--- config.mk ---
export PLATFORM = sky130hd
export DESIGN_NAME = accumulator_sequencer
export DESIGN_NICKNAME = d
export VERILOG_FILES = /design/src/rtl/accumulator_sequencer.sv
export SDC_FILE = /design/constraint.sdc
export NUM_CORES = 1
export LEC_CHECK = 0
export ABC_AREA = 1
export BUFFER_PORTS_ARGS = -buffer_cell sky130_fd_sc_hd__buf_4
export CORE_MARGIN = 2
export CORE_UTILIZATION = 45
export CTS_CLUSTER_DIAMETER = 100
export DETAILED_ROUTE_END_ITERATION = 12
export PLACE_DENSITY = 0.83
export SLEW_MARGIN = 20
export SYNTH_ARGS = -nofsm -noshare
export SYNTH_HDL_FRONTEND = slang
export SYNTH_SLANG_ARGS = --single-unit
--- constraint.sdc ---
create_clock -name clk -period 2.14 [get_ports clk]
set_input_delay 0.107 -clock clk [delete_from_list [all_inputs] [get_ports clk]]
set_output_delay 0.107 -clock clk [all_outputs]
set_load 0.1 [all_outputs]
--- src/rtl/accumulator_sequencer.sv ---
// Sequencing stage around an external 4-bit ripple adder: one handshaked
// operation at a time, with the result captured into a fed-back accumulator.
module accumulator_sequencer #(
  parameter bit SATURATE = 1'b0
) (
  input  logic       clk,
  input  logic       rst_n,
  input  logic       in_valid,
  output logic       in_ready,
  input  logic [1:0] op,
  input  logic [3:0] din,
  output logic       out_valid,
  input  logic       out_ready,
  output logic [3:0] acc,
  output logic       carry,
  output logic       ovf,
  output logic [3:0] adder_a,
  output logic [3:0] adder_b,
  output logic       adder_cin,
  input  logic [3:0] adder_s,
  input  logic       adder_cout
);

  typedef enum logic [1:0] {IDLE, EXEC, DONE} state_t;
  typedef enum logic [1:0] {OP_CLEAR = 2'b00, OP_LOAD = 2'b01,
                            OP_ADD = 2'b10, OP_SUB = 2'b11} op_t;

  state_t     state_q;
  op_t        op_q;
  logic [3:0] din_q;
  logic [3:0] acc_q, acc_d;
  logic       carry_q, carry_d;
  logic       ovf_q, ovf_d;
  logic       in_ready_q;
  logic       out_valid_q;
  logic [3:0] adder_b_q, adder_b_d;
  logic       adder_cin_q, adder_cin_d;

  // Adder operands are set up on the accepting edge so they are stable for all of EXEC.
  always_comb begin
    adder_b_d   = 4'h0;
    adder_cin_d = 1'b0;
    case (op_t'(op))
      OP_ADD: adder_b_d = din;
      OP_SUB: begin
        adder_b_d   = ~din;
        adder_cin_d = 1'b1;
      end
      default: ;
    endcase
  end

  // For SUB the adder carry-out is the inverse of borrow.
  always_comb begin
    acc_d   = acc_q;
    carry_d = carry_q;
    ovf_d   = ovf_q;
    case (op_q)
      OP_CLEAR: begin
        acc_d   = 4'h0;
        carry_d = 1'b0;
        ovf_d   = 1'b0;
      end
      OP_LOAD: begin
        acc_d   = din_q;
        carry_d = 1'b0;
        ovf_d   = 1'b0;
      end
      OP_ADD: begin
        carry_d = adder_cout;
        ovf_d   = ovf_q | adder_cout;
        acc_d   = (SATURATE && adder_cout) ? 4'hF : adder_s;
      end
      OP_SUB: begin
        carry_d = adder_cout;
        ovf_d   = ovf_q | ~adder_cout;
        acc_d   = (SATURATE && !adder_cout) ? 4'h0 : adder_s;
      end
      default: ;
    endcase
  end

  always_ff @(posedge clk or negedge rst_n) begin
    if (!rst_n) begin
      state_q     <= IDLE;
      op_q        <= OP_CLEAR;
      din_q       <= 4'h0;
      acc_q       <= 4'h0;
      carry_q     <= 1'b0;
      ovf_q       <= 1'b0;
      in_ready_q  <= 1'b1;
      out_valid_q <= 1'b0;
      adder_b_q   <= 4'h0;
      adder_cin_q <= 1'b0;
    end else begin
      unique case (state_q)
        IDLE: begin
          if (in_valid) begin
            op_q        <= op_t'(op);
            din_q       <= din;
            adder_b_q   <= adder_b_d;
            adder_cin_q <= adder_cin_d;
            in_ready_q  <= 1'b0;
            state_q     <= EXEC;
          end
        end
        EXEC: begin
          acc_q       <= acc_d;
          carry_q     <= carry_d;
          ovf_q       <= ovf_d;
          adder_b_q   <= 4'h0;
          adder_cin_q <= 1'b0;
          out_valid_q <= 1'b1;
          state_q     <= DONE;
        end
        DONE: begin
          if (out_ready) begin
            out_valid_q <= 1'b0;
            in_ready_q  <= 1'b1;
            state_q     <= IDLE;
          end
        end
        default: state_q <= IDLE;
      endcase
    end
  end

  assign in_ready  = in_ready_q;
  assign out_valid = out_valid_q;
  assign acc       = acc_q;
  assign carry     = carry_q;
  assign ovf       = ovf_q;
  assign adder_a   = acc_q;
  assign adder_b   = adder_b_q;
  assign adder_cin = adder_cin_q;

endmodule
# [Word-level counts from Yosys, hierarchy flattened]
# Cells that the tools add are included.
[totals] regBits=21 input_bits=15 output_inout_bits=17 elab_cells=52
[op_classes] eq_ne=9 n_mux=17 bitwise_logic=4 reduce_logical=12
[ops] operator="$pmux 4 s2" n=2
[ops] operator="$pmux 4 s3" n=1
[ops] operator="$eq 2x2->1 const B" n=5
[ops] operator="$pmux 1 s2" n=4
[ops] operator="$reduce_and 2->1" n=4
[ops] operator="$pmux 2 s3" n=1
[ops] operator="$reduce_bool 2->1" n=3
[ops] operator="$mux 1" n=5
[ops] operator="$eq 2x1->1 const B" n=2
[ops] operator="$logic_not 2->1" n=2
[ops] operator="$mux 2" n=2
[ops] operator="$mux 4" n=1
[ops] operator="$ne 2x2->1 const B" n=2
[ops] operator="$not 4->4" n=1
[ops] operator="$reduce_or 2->1" n=2
[ops] operator="$pmux 1 s3" n=1
[ops] operator="$reduce_and 3->1" n=1
[ops] operator="$or 1x1->1" n=2
[ops] operator="$not 1->1" n=1

# [Depth between registers and ports, before layout]
# Gate-level depths: netlist (run 1).
[logic_depth] word_depth=4 mapped_depth=5 ltp_nobuf=5

# [Worst setup path after synthesis (run 1)]
# Ideal clock, no wire load.
[synth_timing] kind="register to output" startpoint="register acc_q[0] (netlist: acc[0])" endpoint="output adder_a[0]" arrival_ns=1.340 slack_ns=0.693 path_stages_with_launch=2 n_path_buf=1 path_cell_list="dfrtp_1 > buf_4"
[synth_rtl] element="start, declared" line_no="31" text="logic [3:0] acc_q, acc_d;"
[synth_rtl] element="start signal, assigned" line_no="88" text="acc_q <= 4'h0;"
[synth_rtl] element="start signal, assigned" line_no="108" text="acc_q <= acc_d;"
[synth_rtl] element="end, declared" line_no="17" text="output logic [3:0] adder_a,"
# No word-level cell between the ends.

# [Worst setup path in the final report (run 1)]
[layout_timing] startpoint="register in_ready_q (netlist: in_ready)" endpoint="output in_ready"
[layout_rtl] element="start, declared" line_no="34" text="logic in_ready_q;"
[layout_rtl] element="start signal, assigned" line_no="91" text="in_ready_q <= 1'b1;"
[layout_rtl] element="start signal, assigned" line_no="103" text="in_ready_q <= 1'b0;"
[layout_rtl] element="start signal, assigned" line_no="119" text="in_ready_q <= 1'b1;"
[layout_rtl] element="end, declared" line_no="9" text="output logic in_ready,"
# No word-level cell between the ends.

==> results of run 1 <==
[cell families (layout without fill, tap and decap cells)]
kind of cell | count (synthesis) | after routing
DFF | 21 | 21
buffers and inverters | 20 | 51
and+or+nand+nor | 51 | 51
AOI/OAI and AO/OA | 19 | 19
[cell usage in the layout (no fill, tap or decap)]
cell type      synthesis  routed
buf_4                  4      31
nand2_1               28      28
dfrtp_1               20      20
inv_1                 11      11
nand3_1               10      10
a21oi_1                8       8
nor2_1                 6       6
o21ai_2                5       5
nand3_2                4       4
inv_2                  3       3
clkbuf_4               0       3
a21oi_2                2       2
o21ai_1                2       2
dlygate4sd3_1          0       2
nand3_4                1       1
nand2_4                1       1
nor2_2                 1       1
o31ai_2                1       1
o21ai_0                1       1
clkbuf_1               0       1
dfstp_2                1       1
[sequential cells by signal, indices dropped and copies added (netlist names)]
name       flops
acc            4
adder_b        4
adder_cin      1
carry          1
din_q          4
in_ready       1
op_q           2
out_valid      1
ovf            1
state_q        2
[worst reg2reg max path: cells and delay by family, from the launching register on]
family | cells | cell delay [ps]
flops | 1 | 440
buf+inv | 2 | 310
simple gates | 2 | 290
compound gates | 1 | 80
[per-stage QoR]
stage	util (%)	hold WS [ps]
6_report	58.77	61.83
5_1_grt	58.77	51.74
4_1_cts	58.77	45.58
3_5_place_dp	56.63	4.081
3_3_place_gp	56.63	3.822
2_1_floorplan	-	-188.6
[path summary, 6_finish.rpt]
path / endpoint / cells past startpoint
max in group asynchronous: in_ready / 2
worst min register to register: in_ready / 2
worst min-delay path: adder_cin / 3
worst max register to register: op_q[1] / 5
worst max-delay path: in_ready / 1
min in group asynchronous: state_q[1] / 2
[routing by layer]
layer / vias to the layer above / GRT usage, %
met2: 44 / 29.91
met1: 386 / 21.31
met4: 0 / 5.263
met3: 3 / 2.586
li1: 414 / -
met5: - / 0
[repair_timing]
| item | CTS | global route |
|---|---|---|
| endpoints found under the hold margin | 22 | 0 |
| hold buffers | 2 | 0 |
| buffers inserted | 0 | 0 |
[area by class of cell]
class / count / share of cell area (%)
sequential: 21 / 41.32
multi-input combinational: 70 / 29.93
timing repair buffer: 33 / 19.82
inverter: 14 / 4.122
tap: 28 / 2.748
clock buffer: 4 / 2.061
[synth_stat cells (2+ instances only)]
cell type	n	area share (%)
a21oi_1	8	3.9
a21oi_2	2	1.7
buf_4	4	2.9
dfrtp_1	20	49
inv_1	11	4.0
inv_2	3	1.1
nand2_1	28	10
nand3_1	10	4.9
nand3_2	4	3.9
nor2_1	6	2.2
o21ai_1	2	0.98
o21ai_2	5	4.3
==> impl_metrics.csv, run 1 <==
group,metric,value,unit
synth,synthAdderAreaFrac,0,%
die,die_width,51.66,um
finish,final_cells,170,
timing,fin_skew,4.618,ps
global_route,grt_pass1_wl,3.394,mm
global_route,first_global_vias,792,
cts,clk_pin_slew_worst_paths,110,ps
cts,worstSkewPairLatency,300,ps
global_route,grt_overflow_total,0,
worst_setup_path,rrSetupSlack,950,ps
synth,ys_ff_latch,21,
drt,wl,1.948,mm
place,placed_cells,164,
synth,yosysWarnings,0,
timing,tightest_slew,280.0,ps
synth,synth_area_per_cell,9.209,um2
hold_path,hp-class,"input pin to flip-flop",
die,start_util,47.12,%
worst_setup_path,endpoint_kind,"output pin",
worst_setup_path,max_stage_delay,540,ps
worst_setup_path,cp-startpoint,"in_ready",
timing,fin_ws,908.0,ps
die,dieArea,2669,um2
drt,viasPerCell,4.982,
worst_setup_path,cp_num_buf_inv,1,
synth,yosys.cell_types.count,20,
drt,drc_errors,0,
timing,fin_tns_setup,0,ps
finish,ff_latch_area,526.8,um2
finish,multi_input_area,381.6,um2
synth,synth-simple-area-share,24.72,%
cts,cts_resized,0,
worst_setup_path,crit_required,2030,ps
global_route,grt_max_degree,22,
synth,syn-num-nets,126,
outcome,status,"finished clean",
die,fp.dieH,51.66,um
worst_setup_path,reg2reg_from,"state_q[1]",
global_route,antenna_found_initial,0,
timing,slew_violations,0,
run,maxCapViolCount,0,
synth,synth_top_family_by_area,"simple AND/OR/NAND/NOR gates",
cts,clockRootBuffer,"clkbuf_4",
cts,cts-buffers-inserted,3,
timing,rsz0062_at_grt,"false",
synth,synth_edf_count,0,
drt,met2_length,924,um
drt,top_layer,"met4",
finish,fin_nets,158,
drt,ant_nets,0,
drt,wl_per_cell,11.46,um
drt,via_count,847,
drt,met1_length,835,um
global_route,grt_usage,16.96,%
worst_setup_path,critPathKind,"flip-flop to output pin",
die,row_count,17,
worst_setup_path,crit_chain,"buf_4",
timing,fmax,0.8117,GHz
timing,min_period,1232,ps
synth,synth_compound_area_share,12.61,%
synth,seq_area_frac_synth,51.53,%
worst_setup_path,start_kind,"flip-flop",
synth,ys.flop_type,"dfrtp_1",
finish,fillers,206,
cts,cts_sinks,21,
worst_setup_path,crit_fanout,2,
timing,finalCritPeriodShare,57.57,%
drt,drt_iter0_markers,18,
drt,wl_met3,166,um
die,io_pins,32,
timing,hold_viol,0,
worst_setup_path,crit_slowest_cell,"dfstp_2",
worst_setup_path,worst_ep_arrival_time,1130,ps
synth,synth.mux.area_fraction,0,%
place,io_buffer_count,31,
place,placed_area,1229,um2
finish,antenna_cells,0,
timing,setup_viol,0,
worst_setup_path,cp_top_family,"flip-flops",
finish,final_area,1275,um2
synth,async_flop_share,100.0,%
drt,dr.pass1.iters,4,
cts,cts_htree_levels,1,
cts,clock_path_buffers,2,
place,place_hpwl,1.505,mm
place,place.gp.congestion,0.7587,
place,place_ws,976.3,ps
timing,maxSlewHeadroom,81.49,%
finish,synthToLayoutAreaGrowth,24.72,%
cts,cts_tree,"done",
synth,synth-xor-area-share,0,%
synth,synth_cells,111,
die,core,2170,um2
hold_path,min_from,"op[0]",
synth,syn_area,1022,um2
finish,drive_gt1_share,37.32,%
Power of run 1 is left out: the tool's default activity adds up to more than one toggle a clock period on the data nets, which glitch-free logic cannot reach.
==> run 2, diff against run 1 <==
ABC_AREA = 0   (was 1)
CORE_UTILIZATION = 43   (was 45)
PLACE_DENSITY = 0.84   (was 0.83)
clock period = 1.1 ns   (was 2.14 ns; I/O delays follow)
==> impl_metrics.csv, run 2 <==
group,metric,value,unit
place,placed_area,1246,um2
synth,yosysTopAreaCell,"dfrtp_1",
place,place.gp.congestion,0.6776,
synth,synth.most_common_cell,"dfrtp_1",
die,row_count,16,
synth,yosys-top-cells-count,"dfrtp_1, nor2_1, mux2_2",
finish,antenna_cells,0,
place,io_buffer_count,31,
die,core,2002,um2
synth,async_flop_share,100.0,%
worst_setup_path,crit_slowest_cell,"dfrtp_1",
die,start_util,46.37,%
drt,ant_nets,0,
finish,mostFrequentLayoutCells,"buf_4, nor2_1, dfrtp_2",
cts,clock_path_buffers,2,
die,io_pins,32,
finish,drive_gt1_share,57.60,%
synth,netlist.area_leader.share,53.91,%
finish,final_common_cell,"buf_4",
cts,cts-buffers-inserted,3,
synth,ys_ff_latch,21,
timing,tightest_slew,276.7,ps
finish,final_area,1434,um2
synth,synth_edf_count,0,
timing,setup_viol,17,
timing,hold_viol,0,
finish,synthToLayoutAreaGrowth,54.45,%
global_route,grt_max_degree,22,
place,placed_cells,139,
cts,cts_sinks,21,
worst_setup_path,max_stage_delay,420,ps
drt,viasPerCell,4.993,
drt,drc_errors,0,
global_route,antenna_found_initial,0,
synth,ys.flop_type,"dfrtp_1",
cts,clockRootBuffer,"clkbuf_4",
synth,synth_area_per_cell,11.46,um2
finish,fin_nets,141,
global_route,first_global_vias,777,
timing,fmax,0.8057,GHz
worst_setup_path,crit_required,1290,ps
synth,yosys.cell_types.count,21,
drt,via_count,759,
cts,worstSkewPairLatency,290,ps
synth,synth_area_leaders,"dfrtp_1, mux2_2, xor2_1",
finish,utilization,71.63,%
worst_setup_path,endpoint_kind,"flip-flop",
timing,min_period,1241,ps
synth,syn-num-nets,96,
global_route,grt_overflow_total,0,
synth,syn_area,928.4,um2
global_route,grt_pass1_wl,3.588,mm
worst_setup_path,worst_ep_arrival_time,1430,ps
place,place_hpwl,1.482,mm
timing,rsz0062_at_grt,"true",
run,maxCapViolCount,0,
cts,cts_tree,"done",
place,place_ws,-116.2,ps
timing,slew_violations,0,
timing,maxSlewHeadroom,81.47,%
outcome,violations,"negative setup slack",
synth,seq_area_frac_synth,56.74,%
timing,finalCritPeriodShare,112.8,%
drt,wl_per_cell,14.13,um
die,fp.dieH,50.47,um
finish,final_cells,152,
worst_setup_path,critPathKind,"flip-flop to flip-flop",
drt,dr.pass1.iters,4,
timing,fin_skew,2.509,ps
outcome,status,"finished, violations left",
synth,synth_cells,81,
worst_setup_path,start_kind,"flip-flop",
worst_setup_path,crit_chain,"nor3b_2 > buf_6 > mux2_4",
global_route,grt_usage,18.74,%
hold_path,hp-class,"input pin to flip-flop",
timing,fin_ws,-141.2,ps
drt,drt_iter0_markers,12,
die,dieArea,2547,um2
synth,yosysWarnings,0,
drt,wl,2.147,mm
worst_setup_path,crit_fanout,8,
die,die_width,50.47,um
cts,cts_htree_levels,1,
cts,clk_pin_slew_worst_paths,110,ps
-- run 2: layer usage --
layer / wire, um / vias up / GRT usage, % / part of all wire (%)
met5: 0 / - / 0 / 0
met4: 14 / 0 / 5.856 / 0.65
met3: 98 / 2 / 3.869 / 4.6
met2: 1060 / 25 / 31.80 / 49
met1: 973 / 369 / 23.98 / 45
li1: - / 363 / - / -
-- run 2: area by class of cell --
| class | instances | area [um2] |
|---|---|---|
| fill | 128 | 568.0 |
| sequential | 21 | 553.0 |
| timing repair buffer | 47 | 412.9 |
| multi-input combinational | 51 | 400.4 |
| tap | 27 | 33.78 |
| clock buffer | 4 | 26.28 |
| inverter | 2 | 7.507 |
-- run 2: what timing repair did --
action / 4_1_cts / 5_1_grt
hold buffers: 3 / 4
setup buffers: 0 / 2
pin swaps: 1 / 3
endpoints found under the setup margin: 17 / 24
endpoints found under the hold margin: 23 / 4
resized for setup: 12 / 11
-- run 2: logic make-up (layout without fill, tap and decap cells) --
group	count (synthesis)	after routing	synth area share (%)
simple gates	23	23	12.13
flops	21	21	56.74
compound gates	17	17	12.67
buf+inv	9	53	6.469
mux	6	6	7.277
xor+xnor	5	5	4.717
-- run 2: through the flow --
| stage | hold WS [ps] | setup TNS [ps] |
|---|---|---|
| after floorplan | -240.6 | -603.3 |
| after global placement | -54.06 | -484.4 |
| after detailed placement | -49.81 | -984.9 |
| after CTS | 4.969 | -1507 |
| after global routing | 15.86 | -2513 |
| final | 12.63 | -1539 |
-- run 2: final timing paths --
check,startpoint,end,slack [ps],cells after the start
max reg2reg,state_q[0],din_q[1],-140,3
max in group asynchronous,rst_n,in_ready,670,2
max,state_q[0],din_q[1],-140,3
min reg2reg,carry,carry,510,2
min in group asynchronous,rst_n,acc[1],170,2
min,adder_cout,carry,10,3
-- run 2: worst max-delay path, delay by kind of cell (launching register included) --
| family | cells | cell delay, ps |
|---|---|---|
| multiplexers | 1 | 300 |
| buffers and inverters | 1 | 180 |
| flip-flops | 1 | 420 |
| AND/OR/NAND/NOR | 1 | 230 |
Power of run 2 is left out for the same reason.
==> run 3, diff against run 2 <==
RECOVER_POWER = 100   (was default)
==> impl_metrics.csv, run 3 (synthesis gave the netlist of run 2 again) <==
group,metric,value,unit
outcome,status,"finished, violations left",
outcome,violations,"negative setup slack",
drt,ant_nets,0,
timing,slew_violations,0,
worst_setup_path,max_stage_delay,420,ps
cts,worstSkewPairLatency,290,ps
cts,cts_sinks,21,
hold_path,min_to,"carry",
drt,wl,2.149,mm
cts,clock_path_buffers,2,
worst_setup_path,worstReg2RegEnd,"din_q[1]",
die,die_width,50.47,um
finish,fillers,128,
worst_setup_path,r2r_cells,3,
worst_setup_path,crit_fanout,8,
cts,clk_pin_slew_worst_paths,110,ps
cts,cts_htree_levels,1,
timing,setup_viol,17,
finish,antenna_cells,0,
finish,fin_nets,141,
die,fp.dieH,50.47,um
drt,drc_errors,0,
worst_setup_path,crit_chain,"nor3b_2 > buf_6 > mux2_4",
timing,holdWs,12.63,ps
timing,min_period,1242,ps
finish,multi_input_area,400.4,um2
global_route,grt_usage,18.74,%
timing,fin_ws,-141.7,ps
worst_setup_path,worst_ep_arrival_time,1430,ps
finish,drive_gt1_share,57.60,%
finish,final_common_cell,"buf_4",
global_route,first_global_vias,777,
timing,fmax,0.8053,GHz
worst_setup_path,crit_slowest_cell,"dfrtp_1",
global_route,grt_max_degree,22,
global_route,grt_overflow_total,0,
drt,wl_per_cell,14.14,um
timing,finalCritPeriodShare,112.9,%
die,dieArea,2547,um2
place,place_hpwl,1.482,mm
place,placed_cells,139,
die,start_util,46.37,%
place,place.gp.congestion,0.6776,
worst_setup_path,rrSetupSlack,-140,ps
global_route,antenna_found_initial,0,
worst_setup_path,cp-startpoint,"state_q[0]",
worst_setup_path,endpoint_kind,"flip-flop",
drt,via_count,757,
cts,cts-buffers-inserted,3,
worst_setup_path,crit_required,1290,ps
finish,final_cells,152,
die,core,2002,um2
cts,cts_tree,"done",
finish,ff_latch_area,553.0,um2
timing,rsz0062_at_grt,"true",
drt,viasPerCell,4.980,
die,io_pins,32,
worst_setup_path,reg2reg_from,"state_q[0]",
finish,synthToLayoutAreaGrowth,54.18,%
global_route,grt_pass1_wl,3.588,mm
die,row_count,16,
hold_path,min_from,"adder_cout",
hold_path,worstHoldPathCells,3,
run,maxCapViolCount,0,
timing,fin_skew,2.739,ps
cts,clockRootBuffer,"clkbuf_4",
worst_setup_path,start_kind,"flip-flop",
timing,hold_viol,0,
drt,dr.pass1.iters,4,
place,io_buffer_count,31,
timing,tightest_slew,509.6,ps
hold_path,hp-class,"input pin to flip-flop",
worst_setup_path,critPathKind,"flip-flop to flip-flop",
drt,drt_iter0_markers,12,
finish,mostFrequentLayoutCells,"buf_4, nor2_1, dfrtp_2",
timing,maxSlewHeadroom,66.02,%
## run 3: cell count changes in the layout (fill, tap and decap cells not counted), sizes merged
cell	delta
clkbuf	+1
buf	-1
## run 3: timing repair
item	CTS	global route
hold endpoints to repair	23	4
resized for setup	12	11
setup buffers	0	2
pin swaps	1	3
setup endpoints to repair	17	24
hold buffers	3	4
## run 3: worst max path at each step
| stage | to | slack [ps] | depth (start not counted) |
|---|---|---|---|
| 3_5_place_dp | din_q[1] | -120 | 3 |
| 4_1_cts | din_q[1] | -140 | 3 |
| 2_1_floorplan | din_q[0] | -100 | 3 |
| 3_3_place_gp | op_q[0] | -60 | 3 |
| 6_report | din_q[1] | -140 | 3 |
| 5_1_grt | din_q[0] | -170 | 3 |
## run 3: stage by stage
stage	TNS [ps]	utilization, %	cell area, um2	setup slack (ps)
floorplan	-603.3	-	979.7	-100.3
global placement	-484.4	62.25	1246	-59.20
detailed placement	-984.9	62.25	1246	-116.2
CTS	-1507	67.25	1346	-143.5
global route	-2513	71.50	1431	-168.4
finish	-1545	71.50	1431	-141.7
## run 3: final cells by class
cell class | instances | area share, %
Inverter | 2 | 0.5245
Tap cell | 27 | 2.360
Multi-Input combinational cell | 51 | 27.97
Clock buffer | 4 | 1.836
Sequential cell | 21 | 38.64
Timing Repair Buffer | 47 | 28.67
## run 3: critical path: cells and delay by family (launching register included)
kind	cells	cell delay [ps]
DFF	1	420
muxes	1	300
buffers and inverters	1	180
and+or+nand+nor	1	230
## run 3: routing by layer
layer	global-route usage, %	vias to the layer above	part of all wire (%)
met5	0	-	0
li1	-	363	-
met3	3.869	2	4.5
met4	5.856	0	0.65
met2	31.80	25	49
met1	23.98	367	46
Power of run 3 is left out for the same reason.
